--- config.mk ---
export PLATFORM = sky130hd
export DESIGN_NAME = udp_cmd_rx
export DESIGN_NICKNAME = d
export VERILOG_FILES = /design/src/rtl/udp_cmd_pkg.sv /design/src/rtl/udp_hdr_check.sv /design/src/rtl/udp_cmd_rx.sv
export SDC_FILE = /design/constraint.sdc
export NUM_CORES = 1
export LEC_CHECK = 0
export BUFFER_PORTS_ARGS = -buffer_cell sky130_fd_sc_hd__buf_2
export CAP_MARGIN = 20
export CORE_MARGIN = 2
export CORE_UTILIZATION = 45
export CTS_BUF_LIST = sky130_fd_sc_hd__clkbuf_16
export DETAILED_ROUTE_END_ITERATION = 12
export MAX_ROUTING_LAYER = met4
export PLACE_DENSITY = 0.69
export SYNTH_ARGS = -nofsm -noshare
export SYNTH_HDL_FRONTEND = slang
export SYNTH_SLANG_ARGS = --single-unit
export TNS_END_PERCENT = 50
--- constraint.sdc ---
create_clock -name clk -period 3.92 [get_ports clk]
set_clock_uncertainty 0.1 [all_clocks]
set_input_delay 0.588 -clock clk [delete_from_list [all_inputs] [get_ports clk]]
set_output_delay 0.588 -clock clk [all_outputs]
set_load 0.05 [all_outputs]
--- src/rtl/udp_cmd_pkg.sv ---
// Shared definitions for the UDP command receiver.
//   state_t      : parser states
//   W_*          : header word indices in the 16-bit-shifted MAC word stream
//   calc_pairs() : number of (addr, data) pairs announced by the UDP length
`timescale 1ns/1ps
package udp_cmd_pkg;

    typedef enum logic [2:0] {
        S_IDLE,
        S_HDR,
        S_ADDR,
        S_DATA,
        S_TAIL,
        S_DISCARD
    } state_t;

    localparam logic [3:0] W_DST_HI   = 4'd0;   // pad16 + dst[0:1]
    localparam logic [3:0] W_DST_LO   = 4'd1;   // dst[2:5]
    localparam logic [3:0] W_ETH      = 4'd3;   // src[4:5] + ethertype
    localparam logic [3:0] W_IP_VER   = 4'd4;   // ver/IHL, TOS, total length
    localparam logic [3:0] W_IP_PROTO = 4'd6;   // TTL, protocol, checksum
    localparam logic [3:0] W_IP_DST   = 4'd8;
    localparam logic [3:0] W_UDP_PORT = 4'd9;   // sport, dport
    localparam logic [3:0] W_UDP_LEN  = 4'd10;  // udp length, checksum
    localparam logic [3:0] W_MAGIC    = 4'd11;

    localparam logic [15:0] ETHERTYPE_IPV4 = 16'h0800;
    localparam logic [7:0]  IP_VER_IHL     = 8'h45;
    localparam logic [7:0]  PROTO_UDP      = 8'd17;
    // UDP header (8) plus magic word (4) precede the first pair.
    localparam logic [15:0] UDP_MIN_LEN    = 16'd12;

    // Whole 8-byte pairs after the magic, clamped; a partial pair is ignored.
    function automatic logic [6:0] calc_pairs(input logic [15:0] udp_len,
                                              input logic [6:0]  max_pairs);
        logic [15:0] n;
        n = (udp_len - UDP_MIN_LEN) >> 3;
        return (n > {9'd0, max_pairs}) ? max_pairs : n[6:0];
    endfunction

endpackage

--- src/rtl/udp_hdr_check.sv ---
// Combinational per-word header match.
//   idx         : header word index of the current word (0..11)
//   data        : current frame word
//   hi_local    : word 0 matched the upper 16 bits of the local MAC
//   hi_bcast    : word 0 matched the upper 16 bits of broadcast
//   ok          : current word satisfies its header rule (1 for unchecked words)
//   is_local_hi : this word's low half matches the local MAC upper bytes
//   is_bcast_hi : this word's low half is FFFF
`timescale 1ns/1ps
module udp_hdr_check
    import udp_cmd_pkg::*;
#(
    parameter logic [47:0] MAC_ADDR  = 48'h0001_0203_0405,
    parameter logic [31:0] IP_ADDR   = 32'hC0A8_0A0A,
    parameter logic [15:0] UDP_PORT  = 16'd50000,
    parameter logic [31:0] CMD_MAGIC = 32'h434D_4431
) (
    input  logic [3:0]  idx,
    input  logic [31:0] data,
    input  logic        hi_local,
    input  logic        hi_bcast,
    output logic        ok,
    output logic        is_local_hi,
    output logic        is_bcast_hi
);

    // NOTE: every output of a combinational block gets a default first so no
    // path through the case leaves it unassigned (which would infer a latch).
    always_comb begin
        is_local_hi = (data[15:0] == MAC_ADDR[47:32]);
        is_bcast_hi = (data[15:0] == 16'hFFFF);
        ok          = 1'b1;
        case (idx)
            W_DST_HI:   ok = is_local_hi | is_bcast_hi;
            // The MAC spans two words: the lower four bytes must belong to the
            // same address (local or broadcast) as the upper two.
            W_DST_LO:   ok = (hi_local && (data == MAC_ADDR[31:0])) ||
                             (hi_bcast && (data == 32'hFFFF_FFFF));
            W_ETH:      ok = (data[15:0] == ETHERTYPE_IPV4);
            W_IP_VER:   ok = (data[31:24] == IP_VER_IHL);
            W_IP_PROTO: ok = (data[23:16] == PROTO_UDP);
            W_IP_DST:   ok = (data == IP_ADDR);
            W_UDP_PORT: ok = (data[15:0] == UDP_PORT);
            W_UDP_LEN:  ok = (data[31:16] >= UDP_MIN_LEN);
            W_MAGIC:    ok = (data == CMD_MAGIC);
            default:    ok = 1'b1;
        endcase
    end

endmodule

--- src/rtl/udp_cmd_rx.sv ---
// UDP command extractor on the MAC RX FIFO word stream.
//   clk, rst_n                     : sysclk, async active-low reset
//   i_rx_data/vld/sop/eop/err      : RX word stream (first byte in [31:24])
//   o_rx_rdy                       : word accepted when i_rx_vld & o_rx_rdy
//   o_def_addr/o_def_data/o_def_wren, i_def_rdy : command handshake
//   o_pkt_cnt / o_drop_cnt         : accepted / dropped frame counters
`timescale 1ns/1ps
module udp_cmd_rx
    import udp_cmd_pkg::*;
#(
    parameter logic [47:0] MAC_ADDR  = 48'h0001_0203_0405,
    parameter logic [31:0] IP_ADDR   = 32'hC0A8_0A0A,
    parameter logic [15:0] UDP_PORT  = 16'd50000,
    parameter logic [31:0] CMD_MAGIC = 32'h434D_4431,
    parameter int          MAX_PAIRS = 64
) (
    input  logic        clk,
    input  logic        rst_n,
    input  logic [31:0] i_rx_data,
    input  logic        i_rx_vld,
    input  logic        i_rx_sop,
    input  logic        i_rx_eop,
    input  logic        i_rx_err,
    output logic        o_rx_rdy,
    output logic [31:0] o_def_addr,
    output logic [31:0] o_def_data,
    output logic        o_def_wren,
    input  logic        i_def_rdy,
    output logic [15:0] o_pkt_cnt,
    output logic [15:0] o_drop_cnt
);

    localparam logic [6:0] MAX_PAIRS_W = 7'(MAX_PAIRS);

    state_t      state, state_nx;
    logic [3:0]  idx, idx_nx;
    logic [6:0]  pair_cnt, pair_cnt_nx;
    logic [6:0]  pair_total, pair_total_nx;
    logic [31:0] addr_q, addr_nx;
    logic        hi_local, hi_local_nx;
    logic        hi_bcast, hi_bcast_nx;
    logic        rdy_q;
    logic        beat, load_cmd, pkt_inc;
    logic [1:0]  drop_inc;
    logic        hdr_ok, is_local_hi, is_bcast_hi;

    // A sop word is always header word 0, whatever the current index says.
    udp_hdr_check #(
        .MAC_ADDR (MAC_ADDR),
        .IP_ADDR  (IP_ADDR),
        .UDP_PORT (UDP_PORT),
        .CMD_MAGIC(CMD_MAGIC)
    ) u_hdr_check (
        .idx        (i_rx_sop ? W_DST_HI : idx),
        .data       (i_rx_data),
        .hi_local   (hi_local),
        .hi_bcast   (hi_bcast),
        .ok         (hdr_ok),
        .is_local_hi(is_local_hi),
        .is_bcast_hi(is_bcast_hi)
    );

    // Only a DATA word needs the output register; stall it while a command
    // is still waiting for i_def_rdy.
    assign o_rx_rdy = rdy_q & ~((state == S_DATA) & o_def_wren & ~i_def_rdy);
    assign beat     = i_rx_vld & o_rx_rdy;

    always_comb begin
        state_nx      = state;
        idx_nx        = idx;
        pair_cnt_nx   = pair_cnt;
        pair_total_nx = pair_total;
        addr_nx       = addr_q;
        hi_local_nx   = hi_local;
        hi_bcast_nx   = hi_bcast;
        load_cmd      = 1'b0;
        pkt_inc       = 1'b0;
        drop_inc      = 2'd0;

        if (beat && i_rx_sop) begin
            // A new frame aborts whatever was in progress.
            if (state != S_IDLE) drop_inc = 2'd1;
            hi_local_nx = is_local_hi;
            hi_bcast_nx = is_bcast_hi;
            idx_nx      = 4'd1;
            pair_cnt_nx = 7'd0;
            if (i_rx_eop) begin
                drop_inc = drop_inc + 2'd1;
                state_nx = S_IDLE;
            end else begin
                state_nx = hdr_ok ? S_HDR : S_DISCARD;
            end
        end else if (beat) begin
            case (state)
                S_IDLE: ;  // stray words outside a frame are swallowed
                S_HDR: begin
                    idx_nx = idx + 4'd1;
                    if (idx == W_UDP_LEN)
                        pair_total_nx = calc_pairs(i_rx_data[31:16], MAX_PAIRS_W);
                    if (i_rx_eop) begin
                        state_nx = S_IDLE;
                        if (hdr_ok && (idx == W_MAGIC) && !i_rx_err) pkt_inc  = 1'b1;
                        else                                         drop_inc = 2'd1;
                    end else if (!hdr_ok) begin
                        state_nx = S_DISCARD;
                    end else if (idx == W_MAGIC) begin
                        state_nx = (pair_total == 7'd0) ? S_TAIL : S_ADDR;
                    end
                end
                S_ADDR: begin
                    addr_nx = i_rx_data;
                    if (i_rx_eop) state_nx = S_IDLE;
                    else          state_nx = S_DATA;
                end
                S_DATA: begin
                    load_cmd    = 1'b1;
                    pair_cnt_nx = pair_cnt + 7'd1;
                    if (i_rx_eop)                              state_nx = S_IDLE;
                    else if ((pair_cnt + 7'd1) == pair_total)  state_nx = S_TAIL;
                    else                                       state_nx = S_ADDR;
                end
                S_TAIL:    if (i_rx_eop) state_nx = S_IDLE;
                S_DISCARD: if (i_rx_eop) begin
                    state_nx = S_IDLE;
                    drop_inc = 2'd1;
                end
                default:   state_nx = S_IDLE;
            endcase
            // Past the header every check has passed: only the MAC error decides.
            if (i_rx_eop && ((state == S_ADDR) || (state == S_DATA) || (state == S_TAIL))) begin
                if (i_rx_err) drop_inc = 2'd1;
                else          pkt_inc  = 1'b1;
            end
        end
    end

    // NOTE: sequential state uses non-blocking assignments so every register
    // samples the pre-edge values, independent of statement order.
    always_ff @(posedge clk or negedge rst_n) begin
        if (!rst_n) begin
            state      <= S_IDLE;
            idx        <= 4'd0;
            pair_cnt   <= 7'd0;
            pair_total <= 7'd0;
            addr_q     <= 32'd0;
            hi_local   <= 1'b0;
            hi_bcast   <= 1'b0;
            rdy_q      <= 1'b0;
            o_pkt_cnt  <= 16'd0;
            o_drop_cnt <= 16'd0;
        end else begin
            state      <= state_nx;
            idx        <= idx_nx;
            pair_cnt   <= pair_cnt_nx;
            pair_total <= pair_total_nx;
            addr_q     <= addr_nx;
            hi_local   <= hi_local_nx;
            hi_bcast   <= hi_bcast_nx;
            rdy_q      <= 1'b1;
            o_pkt_cnt  <= o_pkt_cnt + {15'd0, pkt_inc};
            o_drop_cnt <= o_drop_cnt + {14'd0, drop_inc};
        end
    end

    // Output register: a load can only happen when it is empty or being
    // accepted this cycle, because o_rx_rdy holds DATA words back otherwise.
    always_ff @(posedge clk or negedge rst_n) begin
        if (!rst_n) begin
            o_def_wren <= 1'b0;
            o_def_addr <= 32'd0;
            o_def_data <= 32'd0;
        end else if (load_cmd) begin
            o_def_wren <= 1'b1;
            o_def_addr <= addr_q;
            o_def_data <= i_rx_data;
        end else if (o_def_wren && i_def_rdy) begin
            o_def_wren <= 1'b0;
            o_def_addr <= 32'd0;
            o_def_data <= 32'd0;
        end
    end

endmodule

==> results.json <==
{
  "antenna_cells": 0,
  "hold_violations": 0,
  "post-route-period-util": 0.895,
  "antenna_found_initial": 0,
  "finalSetupViolations": 0,
  "min_period_ps": 3510,
  "drc": 0,
  "cp-start-kind": "flop",
  "drt_wl_total_mm": 18.1,
  "fin_cells": 1000,
  "max_slew_margin": 0.494,
  "cts_resized": 0,
  "netlist_area_um2": 7160,
  "numPortBuffers": 136,
  "fin_nets": 824,
  "seqPwrFrac": 0.400,
  "die_area_um2": 16900,
  "critPathArrivalTime_ps": 3720,
  "synth_most_common_cell": "dfrtp_1",
  "num_vias": 5634,
  "core_area_um2": 15700,
  "synth_edf_count": 0,
  "worst-path-buf-inv": 0,
  "dp_hpwl_mm": 12.7,
  "switchingPower_uw": 2270,
  "die_h_um": 130,
  "pwr-share-comb": 0.347,
  "grt_pass1_wl_mm": 29.4,
  "path_delay_family": "compound AO/OA/AOI/OAI gates",
  "yosysTopAreaCellShare": 0.534,
  "seq_area_frac_synth": 0.534,
  "grt_usage": 0.228,
  "cap_violations": 0,
  "initial_core_util": 0.456,
  "cts_tree": "yes",
  "max_stage_delay_ps": 480,
  "internal_power_uw": 3480,
  "routabilityCongestion": 0.888,
  "ctsRootBufferMaster": "clkbuf_16",
  "areaGrowthSynthToFinish_pct": 20.4,
  "drt_first_pass_iters": 4,
  "clock_latency_ps": 420,
  "h-tree-depth": 4,
  "cp_max_fo": 6,
  "async_flop_share": 1.00,
  "drv_slew": 0,
  "status": "finished clean",
  "die_w_um": 130,
  "synth_fp_nets": 686,
  "power_density_nw_per_um2": 667,
  "power_uw": 5760,
  "fmax_ghz": 0.285,
  "synth_warnings": 0,
  "dp_cells": 971,
  "holdCritPathClass": "input pin to async pin",
  "fin_tns_setup_ps": 0,
  "yosysUniqueCellTypes": 72,
  "tightest_slew_ps": 759,
  "cts_inserted_buffers": 17,
  "total_leakage_power_uw": 0.00426,
  "switching_share": 0.395,
  "antenna_left": 0,
  "grt_pass1_vias": 5550,
  "worstPathRequired_ps": 4130,
  "num_rows": 46,
  "synth_common_cells": "153 x dfrtp_1, 62 x a22o_1, 49 x nand2_1, 34 x xnor2_1, 31 x mux2_2",
  "synth_top_area_cell": "dfrtp_1",
  "postCtsSetupBuffers": 0,
  "drt_iter0_markers": 415,
  "synth_area_per_cell_um2": 11.3,
  "rsz0062_at_grt": "false",
  "p_clk_frac": 0.253,
  "netlist_instances": 636,
  "synthFlopType": "dfrtp_1",
  "drive_above_1_share": 0.297,
  "crit_path_end_kind": "flop",
  "crit_path_top_delay_cell": "or3b_2",
  "wl_per_cell_um": 18.1,
  "grt_max_degree": 82,
  "ir_drop_mv": 0.380,
  "worstSetupPathType": "flop to flop",
  "whs_ps": 63.5,
  "ios": 137,
  "hold_buffers": 0,
  "clk_pin_slew_ps": 60,
  "vias_per_cell": 5.63,
  "ys_seq_elements": 153,
  "grt-ovfl-total": 0,
  "cts_buffer_depth": 2,
  "worstPathCellList": "or3b_2 > o211ai_1 > o22ai_2 > a211oi_2 > a2111oi_2 > o21ai_1 > ha_1 > fa_1 > nand2_1 > nor3_1 > nand3_1 > xnor2_1",
  "synthTopCellsByArea": "dfrtp_1 53%, a22o_1 7.6%, mux2_2 4.9%, xnor2_1 4.2%, nand2_1 2.6%",
  "cts.sinks": 153
}
-- final timing paths --
path / from / to / slack, ps / cells past startpoint
worst max-delay path: idx[2]$_DFFE_PN0P_ / o_drop_cnt[12]$_DFF_PN0_ / 410 / 12
worst min-delay path: rst_n / o_def_addr[12]$_DFFE_PN0P_ / 60 / 1
worst max register to register: idx[2]$_DFFE_PN0P_ / o_drop_cnt[12]$_DFF_PN0_ / 410 / 12
worst min register to register: o_pkt_cnt[15]$_DFF_PN0_ / o_pkt_cnt[15]$_DFF_PN0_ / 370 / 1
max in group asynchronous: rst_n / pair_cnt[2]$_DFFE_PN0P_ / 2790 / 2
min in group clk: i_rx_data[7] / o_def_data[7]$_DFFE_PN0P_ / 350 / 2
-- cell usage in the layout (no fill, tap or decap), types with 3 or more instances in the layout --
master | Yosys | final
a21o_1 | 3 | 3
a21oi_1 | 14 | 13
a22o_1 | 62 | 62
and2_1 | 3 | 3
and3_1 | 9 | 9
buf_2 | 5 | 135
buf_4 | 0 | 20
clkbuf_16 | 0 | 17
clkinv_1 | 0 | 3
dfrtp_1 | 153 | 153
ha_1 | 10 | 10
inv_1 | 6 | 9
mux2_2 | 31 | 31
nand2_1 | 49 | 49
nand2b_1 | 6 | 6
nand3_1 | 28 | 27
nand4_1 | 14 | 14
nand4b_1 | 4 | 4
nor2_1 | 29 | 29
nor2b_1 | 4 | 4
nor3_1 | 17 | 16
nor4_1 | 12 | 12
o211ai_1 | 5 | 5
o21ai_0 | 29 | 29
or3_1 | 3 | 3
or3b_2 | 3 | 3
or4_1 | 3 | 3
xnor2_1 | 34 | 34
xor2_1 | 16 | 16
-- flip-flops by register name, summed over array words and instances, names as in the netlist --
| name | flops |
|---|---|
| o_def_wren | 1 |
| idx | 4 |
| o_def_addr | 32 |
| rdy_q | 1 |
| state | 3 |
| o_pkt_cnt | 16 |
| hi_local | 1 |
| addr_q | 32 |
| hi_bcast | 1 |
| o_def_data | 32 |
| pair_cnt | 7 |
| pair_total | 7 |
| o_drop_cnt | 16 |
-- worst register-to-register path, cell delays in order (launching register included) --
cell	delay, ps
dfrtp_1	410
or3b_2	480
o211ai_1	220
o22ai_2	120
a211oi_2	480
a2111oi_2	160
o21ai_1	190
ha_1	220
fa_1	250
nand2_1	90
nor3_1	380
nand3_1	160
xnor2_1	150
-- kinds of logic (layout without fill, tap and decap cells) --
| logic type | Yosys count | in the layout | synth area share |
|---|---|---|---|
| simple gates | 204 | 204 | 0.153 |
| flops | 153 | 153 | 0.534 |
| compound gates | 142 | 142 | 0.150 |
| xor+xnor | 50 | 50 | 0.0611 |
| buf+inv | 44 | 192 | 0.0314 |
| mux | 31 | 31 | 0.0487 |
| fa+ha+maj | 11 | 11 | 0.0203 |
| other cells | 1 | 1 | 0.000523 |
-- per-stage QoR --
step / setup slack, ps / cell area, um2 / utilization
detailed placement: 107 / 8110 / 0.516
CTS: 419 / 8630 / 0.549
global placement: 185 / 8110 / 0.516
finish: 411 / 8630 / 0.549
global route: 191 / 8630 / 0.549
floorplan: 397 / 7160 / -
-- power groups by stage --
stage	clock network (uW)	logic, uW	registers (uW)
floorplan	0	740	3020
global placement	0	1970	2300
detailed placement	0	2000	2320
CTS	1480	2010	2300
global route	1560	2130	2360
finish	1460	2000	2300
-- routing by layer --
layer / share of wire / up-vias / GRT usage
met2: 0.48 / 187 / 0.347
met3: 0.050 / 31 / 0.0492
met5: 0 / - / -
li1: - / 2622 / -
met4: 0.019 / 0 / 0.0753
met1: 0.45 / 2794 / 0.307
-- final cells by class --
| cell class | count | area, um2 |
|---|---|---|
| Clock inverter | 12 | 90.1 |
| Multi-Input combinational cell | 439 | 3130 |
| Inverter | 6 | 22.5 |
| Sequential cell | 153 | 3830 |
| Clock buffer | 17 | 425 |
| Timing Repair Buffer | 157 | 857 |
| Fill cell | 1363 | 7090 |
| Tap cell | 216 | 270 |
Power figures use the tool's default switching activity.
